**src/rtl/cdc_sync_filt.sv**
```systemverilog
`default_nettype none
// ============================================================================
// Module   : cdc_sync_filt
// Brief    : Multi-channel level synchronizer with per-bit stability filter
//            and registered rise/fall edge pulses.
// Revision : 1.0 - initial release
// ============================================================================
module cdc_sync_filt #(
    parameter int               WIDTH      = 4,
    parameter int               SYNC_STAGE = 2,
    parameter int               FILT_LEN   = 4,
    parameter logic [WIDTH-1:0] RST_VAL    = {WIDTH{1'b0}}
) (
    input  logic             clk,
    input  logic             res,
    input  logic [WIDTH-1:0] din,
    output logic [WIDTH-1:0] dout,
    output logic [WIDTH-1:0] rise,
    output logic [WIDTH-1:0] fall,
    output logic             chg,
    output logic [WIDTH-1:0] pend
);

    localparam int                 c_cnt_w    = (FILT_LEN > 2) ? $clog2(FILT_LEN) : 1;
    localparam logic [c_cnt_w-1:0] c_cnt_last = c_cnt_w'(FILT_LEN - 1);

    if (WIDTH < 1 || WIDTH > 64) begin : g_chk_width
        $error("cdc_sync_filt: WIDTH out of range (1..64)");
    end
    if (SYNC_STAGE < 0 || SYNC_STAGE > 7) begin : g_chk_sync
        $error("cdc_sync_filt: SYNC_STAGE out of range (0..7)");
    end
    if (FILT_LEN < 1 || FILT_LEN > 255) begin : g_chk_filt
        $error("cdc_sync_filt: FILT_LEN out of range (1..255)");
    end

    logic [WIDTH-1:0]   w_s;
    logic [WIDTH-1:0]   r_dout;
    logic [WIDTH-1:0]   r_rise;
    logic [WIDTH-1:0]   r_fall;
    logic [WIDTH-1:0]   r_pend;
    logic [c_cnt_w-1:0] r_cnt [WIDTH];

    if (SYNC_STAGE == 0) begin : g_sync_bypass
        assign w_s = din;
    end else begin : g_sync_chain
        logic [WIDTH-1:0] r_sync [SYNC_STAGE];

        always_ff @(posedge clk) begin
            if (res) begin
                for (int k = 0; k < SYNC_STAGE; k++) begin
                    r_sync[k] <= RST_VAL;
                end
            end else begin
                r_sync[0] <= din;
                for (int k = 1; k < SYNC_STAGE; k++) begin
                    r_sync[k] <= r_sync[k-1];
                end
            end
        end

        assign w_s = r_sync[SYNC_STAGE-1];
    end

    // A candidate is accepted on the FILT_LEN-th consecutive differing sample;
    // any agreeing sample discards the partial count.
    always_ff @(posedge clk) begin
        if (res) begin
            r_dout <= RST_VAL;
            r_rise <= '0;
            r_fall <= '0;
            r_pend <= '0;
            for (int i = 0; i < WIDTH; i++) begin
                r_cnt[i] <= '0;
            end
        end else begin
            for (int i = 0; i < WIDTH; i++) begin
                if (w_s[i] == r_dout[i]) begin
                    r_cnt[i]  <= '0;
                    r_pend[i] <= 1'b0;
                    r_rise[i] <= 1'b0;
                    r_fall[i] <= 1'b0;
                end else if (r_cnt[i] == c_cnt_last) begin
                    r_dout[i] <= w_s[i];
                    r_cnt[i]  <= '0;
                    r_pend[i] <= 1'b0;
                    r_rise[i] <= w_s[i];
                    r_fall[i] <= ~w_s[i];
                end else begin
                    r_cnt[i]  <= r_cnt[i] + 1'b1;
                    r_pend[i] <= 1'b1;
                    r_rise[i] <= 1'b0;
                    r_fall[i] <= 1'b0;
                end
            end
        end
    end

    assign dout = r_dout;
    assign rise = r_rise;
    assign fall = r_fall;
    assign pend = r_pend;
    assign chg  = |(r_rise | r_fall);

endmodule
`default_nettype wire

```
**config.mk**
```make
export PLATFORM = sky130hd
export DESIGN_NAME = cdc_sync_filt
export DESIGN_NICKNAME = d
export VERILOG_FILES = /design/src/rtl/cdc_sync_filt.sv
export SDC_FILE = /design/constraint.sdc
export NUM_CORES = 1
export LEC_CHECK = 0
export CAP_MARGIN = 40
export CORE_ASPECT_RATIO = 0.9
export CORE_MARGIN = 5
export CORE_UTILIZATION = 48
export CTS_CLUSTER_DIAMETER = 200
export DETAILED_ROUTE_END_ITERATION = 10
export GPL_TIMING_DRIVEN = 1
export PLACE_DENSITY = 0.73
export SLEW_MARGIN = 40
export SYNTH_ARGS = -nofsm -noshare
export SYNTH_HDL_FRONTEND = slang
export SYNTH_SLANG_ARGS = --single-unit
```
**constraint.sdc**
```tcl
create_clock -name clk -period 1.8 [get_ports clk]
set_clock_uncertainty 0.05 [all_clocks]
set_input_delay 0.18 -clock clk [delete_from_list [all_inputs] [get_ports clk]]
set_output_delay 0.18 -clock clk [all_outputs]
set_load 0.01 [all_outputs]
```
# [Word-level counts from Yosys, hierarchy flattened]
# Memories as Yosys holds them, arrays and structs flattened.
# Index checks and enable logic that the tools add are counted.
[classes] shift=0 n_reduce_logical=9 n_bitwise=27 n_mux=61 n_div=0 n_eq_ne=8 n_lt_le_gt_ge=0 n_mul=0 addsub=4
[ops] operator="$mux 1" count=47
[ops] operator="$mux 2" count=12
[ops] operator="$or 1x1->1" count=14
[ops] operator="$not 1->1" count=12
[ops] operator="$reduce_or 3->1" count=4
[ops] operator="$add 2x1->2 const B" count=4
[ops] operator="$eq 2x2->1 const B" count=4
[ops] operator="$mux 4" count=2
[ops] operator="$reduce_and 2->1" count=4
[ops] operator="$eq 1x1->1" count=4
[ops] operator="$or 4x4->4" count=1
[ops] operator="$reduce_or 4->1" count=1
[word_totals] mem_bits_ro=0 memories=2 word_cells=124 register_bits=16 in_bits=6 output_inout_bits=17 latchBits=0 mem_bits_rw=16
[mem_list] name="g_sync_chain.r_sync" depth=2 width=4 rd=2 rd_ports_with_merged_regs=0 wr=2 line="47" rtl="logic [WIDTH-1:0] r_sync [SYNC_STAGE];"
[mem_list] name="r_cnt" depth=4 width=2 rd=4 rd_ports_with_merged_regs=0 wr=4 line="42" rtl="logic [c_cnt_w-1:0] r_cnt [WIDTH];"

# [Logic depth before layout (Yosys ltp)]
[logic_depth] word_depth=7 mapped_depth=3 mapped_depth_nobuf=3

# [Worst setup path before layout]
# OpenSTA, ideal clock, no wires.
[synth_timing] path_type="flip-flop to flip-flop" from="memory r_cnt[0][0] (netlist bit)" to="memory r_cnt[0][0] (netlist bit), enable pin" setup_ns=0.269 t_required_ns=1.481 setup_slack_ns=0.301 arrival_ns=1.180 path_stages_with_launch=3 period_less_slack_ns=1.499 cell_sequence="edfxtp_1 -> ha_1 -> or4b_1"
[synth_rtl] item="from (decl)" line="42"

==> metrics.txt <==
CTS Buffer Depth=2; Port-buffer cells=22; final net count=128; CP Max Fanout=4; total die area=3425 um2; DR DRC count=0; post-DP HPWL=1327 um; share of cells above drive strength 1=0.09322; Worst path slowest cell=or4b_1; syn avg cell area=13.29 um2; fin crit period=~1600 ps; Max Cap Viol=0; Setup crit start kind=flop; CTS tree=built; Synth top cells by count=24 x dfxtp_1, 8 x edfxtp_1, 8 x nor2b_1; Initial DRT Pass Iterations=2; area of the mapped netlist=1130 um2; multi-input logic area=429.2 um2; WL final=1896 um; critical path data required time=1810 ps; outcome=completed; cts hold-fix bufs=0; post-route design area=1473 um2; vias per cell=just over 5; row count=16; Synth Warn #=0; register area share after synthesis=0.6379; Setup Viol. Count Final=0; core footprint=2222 um2; RSZ-0062 raised after global routing=no; #FFs+latches synth=32; Leak=about 0.56 nW; wire per inst=13.08 um; Hold Path End=g_sync_chain.r_sync[0][0]; CTS Root Cell=clkbuf_4; vias in the first global route=slightly below 700; largest net degree at the start of global routing=33; adder and majority gate portion of the synthesized area=0.05537; cell depth of the worst hold path=2; Reg area=720.7 um2; total negative setup slack=0 ps; hold path start=din[0]; Yosys top cell area share=0.4252; vias=750; most frequent cell after synthesis=dfxtp_1; dpl ws=232.0 ps; I/O pin total=23; Area contributors post-synth=dfxtp_1 43%, edfxtp_1 21%, ha_1 5.5%; post-route setup slack=210.6 ps; WP data arrival=about 1600 ps; Post-synth top flop=dfxtp_1; initial antenna violation count=0; Starting DRT DRC Count=11; global-route wire length before repair=2967 um; Syn-to-layout area delta=30.34%; final hold violations=0; Fmax achieved=629.2 MHz; total gr overflow=0; TritonCTS buffer count=5; post-synth cell types=16; clk slew on worst S/H paths=90 ps; Starting Density=0.5084; Ant. Diodes=0; Simple-Gate Fraction of Synth Area=0.2270; CP endpoint kind=flop; HP Class=in -> reg; GPL Wtd Cong=0.7085; fin crit share=0.8830; Post-CTS Setup Inserts=0; RR Endpoint=r_cnt[0][0]; compound-gate portion of the synthesized area=0; post-route ant nets=0; Worst Reg-to-Reg Cells=2; CP Class=reg -> reg; Final Max Slew Viols=0; Post-Synth XOR/XNOR Area=0.03101; critical-path cell list=ha_1, or4b_1; Async S/R FF share, synth=0; worst r2r src=r_cnt[0][0]; Die Height=between 50 and 60 um; maximum vdd drop=0.5620 mV; total clock sinks=32; worst-skew pair later-pin latency=between 300 and 400 ps; Power Density=between 800 and 900 nW/um2; R2R setup slack=210 ps; Synth Instances=between 80 and 90; Filler Cell Count=193; main combinational cell family by area after synthesis=simple AND/OR/NAND/NOR gates; post-synthesis mux area share=0.03544; Die Width=61.14 um; H-tree Lvls=2; critical path's largest stage delay=580 ps; buffer and inverter count on the worst path=0; Crit path max-delay family=simple AND/OR/NAND/NOR gates; Post-Place Cell Area=around 1400 um2; EDFF count, synth=8; post-synth top area cell=dfxtp_1; GRT Overall Usage=0.1228
==> per-layer routing <==
layer	wire length, um	track usage
met1	800	0.1337
met5	0	0
met2	925	0.1798
met3	118	0.05568
met4	51	0.09288
==> repair_timing <==
action                                  in CTS  in global routing
gates resized for setup                      1                  2
pin swaps                                    0                  1
cloned                                       0                  0
endpoints found under the hold margin        0                  0
endpoints found under the setup margin       1                  1
==> flip-flops by register name, summed over array words and instances (netlist names) <==
| signal | flops |
|---|---|
| g_sync_chain.r_sync | 8 |
| pend | 4 |
| dout | 4 |
| r_cnt | 8 |
| fall | 4 |
| rise | 4 |
==> cells in the final DEF (no fill, tap or decap) <==
cell type / instances
nor4_1: 4
dlymetal6s2s_1: 1
conb_1: 6
or4b_1: 1
and4bb_2: 2
mux2i_1: 4
nor4b_1: 4
xnor2_1: 4
ha_1: 5
nor3_1: 4
clkdlybuf4s50_1: 21
nand2_1: 1
dfxtp_1: 24
nor4_2: 2
nor4bb_1: 6
buf_4: 1
clkbuf_1: 2
nor2b_1: 8
clkbuf_4: 5
edfxtp_1: 8
nor2_1: 4
clkbuf_8: 1
==> report_power, final <==
group | total, mW | internal [mW] | switching (mW)
Sequential | 0.764 | 0.754 | 0.0101
Clock | 0.415 | 0.193 | 0.222
Combinational | 0.0639 | 0.0351 | 0.0287
Total | 1.24 | 0.982 | 0.261
==> worst max path at each step <==
stage	from	end	slack [ps]	cells after the start
2_1_floorplan	r_cnt[0][0]	r_cnt[0][0]	300	2
3_3_place_gp	r_cnt[0][0]	r_cnt[0][1]	270	2
3_5_place_dp	r_cnt[0][0]	r_cnt[0][1]	230	2
4_1_cts	fall[0]	chg	50	3
5_1_grt	r_cnt[0][0]	r_cnt[0][0]	160	2
6_report	r_cnt[0][0]	r_cnt[0][0]	210	2
==> layout make-up <==
cell class	count	area share
multi-input combinational	55	0.2914
clock buffer	8	0.03993
sequential	32	0.4894
timing repair buffer	23	0.1563
tap	27	0.02294
==> stage by stage <==
stage	hold slack, ps	cells	utilization	power [mW]
finish	359.4	145	0.6627	1.243
global route	352.0	145	0.6627	1.303
CTS	344.0	145	0.6588	1.257
detailed placement	370.4	137	0.6295	0.8452
global placement	366.9	137	0.6295	0.8414
floorplan	207.5	90	-	0.8157
==> kinds of logic after synthesis <==
logic type,Yosys count
AND/OR/NAND/NOR,36
flip-flops,32
adder cells (fa/ha/maj),5
XOR/XNOR,4
multiplexers,4
buffers and inverters,3
other,1
No activity file was read; power rests on OpenSTA's default activity.
==> RTL edit, RTL diff (config.mk and constraints unchanged) <==
Set the parameter `WIDTH` to 16 (it was 4).
--- a/src/rtl/cdc_sync_filt.sv
+++ b/src/rtl/cdc_sync_filt.sv
@@ -6,7 +6,7 @@
 // Revision : 1.0 - initial release
 // ============================================================================
 module cdc_sync_filt #(
-    parameter int               WIDTH      = 4,
+    parameter int               WIDTH      = 16,
     parameter int               SYNC_STAGE = 2,
     parameter int               FILT_LEN   = 4,
     parameter logic [WIDTH-1:0] RST_VAL    = {WIDTH{1'b0}}
Ports: changed (5 resized); port bits go from 23 to 83. No check against the original RTL was run, so the function may have changed too.
==> RTL edit against the unedited design <==
The flow now finishes with violations (setup timing); sequential power increased to 4.0 times the old value; die area grew to 3.2 times the old value; clock power increased to 7.7 times the old value; setup slack got worse by 410 ps; cell count grew to 4.1 times the old value; combinational power rose to 4.2 times the old value; sequential cell count increased by 96; routed wire length rose to 4.2 times the old value; hold slack worse by 180 ps; cell area increased to 4.2 times the old value; total power increased to 5.3 times the old value; synthesized area grew to 3.9 times the old value.
==> RTL edit: results (changes against the unedited design) <==
* Post-synthesis sequential area ratio at 65.9% (+2.1 points)
* Met2 WL post-DR at 3930 um (+320%)
* Post_cts resized at 12 (+11)
* Biggest regs: g_sync_chain.r_sync: 32 flops, r_cnt: 32 flops
* Worst vdd ir at 0.695 mV (+24%)
* Met1 Use GR at 17.4% (+4.1 points)
* Post-synth EDFFs at 32 (+24)
* DRT Pass-1 Iters at 4 (+2)
* WL final at 7950 um (+320%)
* Clk Latency, worst-skew pair at 510 ps (+190 ps)
* First DRT Iteration DRCs at 43 (+32)
* R2r worst-path depth at 3 (+1)
* Root cell of the clock tree: clkbuf_8
* Status: finished with violations
* Met2 Usage GRT at 24.9% (+6.9 points)
* Layout Cells excl Fill at 592 (+310%)
* Syn Inst Count at 328 (+290%)
* Post-synth top cells: dfxtp_1, edfxtp_1, nor2b_1, nor4bb_1, nor4_1
* Worst-path fanout max at 2 (-2)
* M1 WL at 3590 um (+350%)
* Leading post-synthesis cells by cell area: dfxtp_1, edfxtp_1, nor4bb_1
* LEAKAGE at 2.30 nW (+310%)
* Setup TNS at -195 ps (-195 ps)
* Fin worst setup slack at -195 ps (-406 ps)
* Setup violators final at 1 (+1)
* First-pass GRT wire length at 13000 um (+340%)
* Placer Congestion at 0.799 (+13%)
* Reg clk slew, reported paths at 60 ps (-30 ps)
* Violated checks: setup timing
* Port Buf Inserts at 82 (+270%)
* Wire length on met3 at 327 um (+180%)
* Drt via density at 4.65 (-10%)
==> RTL edit: cell count changes after synthesis, moves of 4 or more <==
| cell | before | now |
|---|---|---|
| nor2b_1 | 8 | 32 |
| dfxtp_1 | 24 | 96 |
| xnor2_1 | 4 | 16 |
| nor2_1 | 4 | 16 |
| buf_2 | 0 | 11 |
| nor3_1 | 4 | 16 |
| nor4bb_1 | 6 | 32 |
| and2_1 | 0 | 16 |
| ha_1 | 5 | 16 |
| nor4b_1 | 4 | 0 |
| nor4_1 | 6 | 24 |
| mux2i_1 | 4 | 16 |
| edfxtp_1 | 8 | 32 |
==> RTL edit: power breakdown <==
part | switching [mW] | internal (mW)
Sequential | 0.0438 | 3.03
Combinational | 0.121 | 0.148
Clock | 1.23 | 1.95
Total | 1.40 | 5.14
==> RTL edit: kinds of logic after synthesis <==
group         count (synthesis)  share of synthesized area (%)
simple gates                139                           21.2
flops                       128                           65.9
xor+xnor                     16                           3.20
mux                          16                           3.66
fa+ha+maj                    16                           4.58
buf+inv                      12                           1.34
other cells                   1                         0.0857
==> RTL edit: final timing paths <==
| kind | from | to | slack (ps) |
|---|---|---|---|
| worst min-delay path | din[2] | g_sync_chain.r_sync[0][2] | 170 |
| worst min register to register | g_sync_chain.r_sync[0][4] | g_sync_chain.r_sync[0][20] | 380 |
| worst max-delay path | rise[15] | chg | -200 |
| worst max register to register | r_cnt[0][14] | r_cnt[0][15] | 510 |
==> RTL edit: layout make-up <==
type | count | area, um2
clock buffers | 17 | 414
clock inverters | 14 | 144
fillers | 729 | 2890
multi-input cells | 219 | 1580
flip-flops and latches | 128 | 2890
well taps | 122 | 153
repair buffers | 92 | 925
==> RTL edit: worst max-delay path, stage by stage, from the launching register on <==
cell	delay, ps
dfxtp_2	330
nor4_4	310
nand4_1	200
or2_4	300
buf_6	120
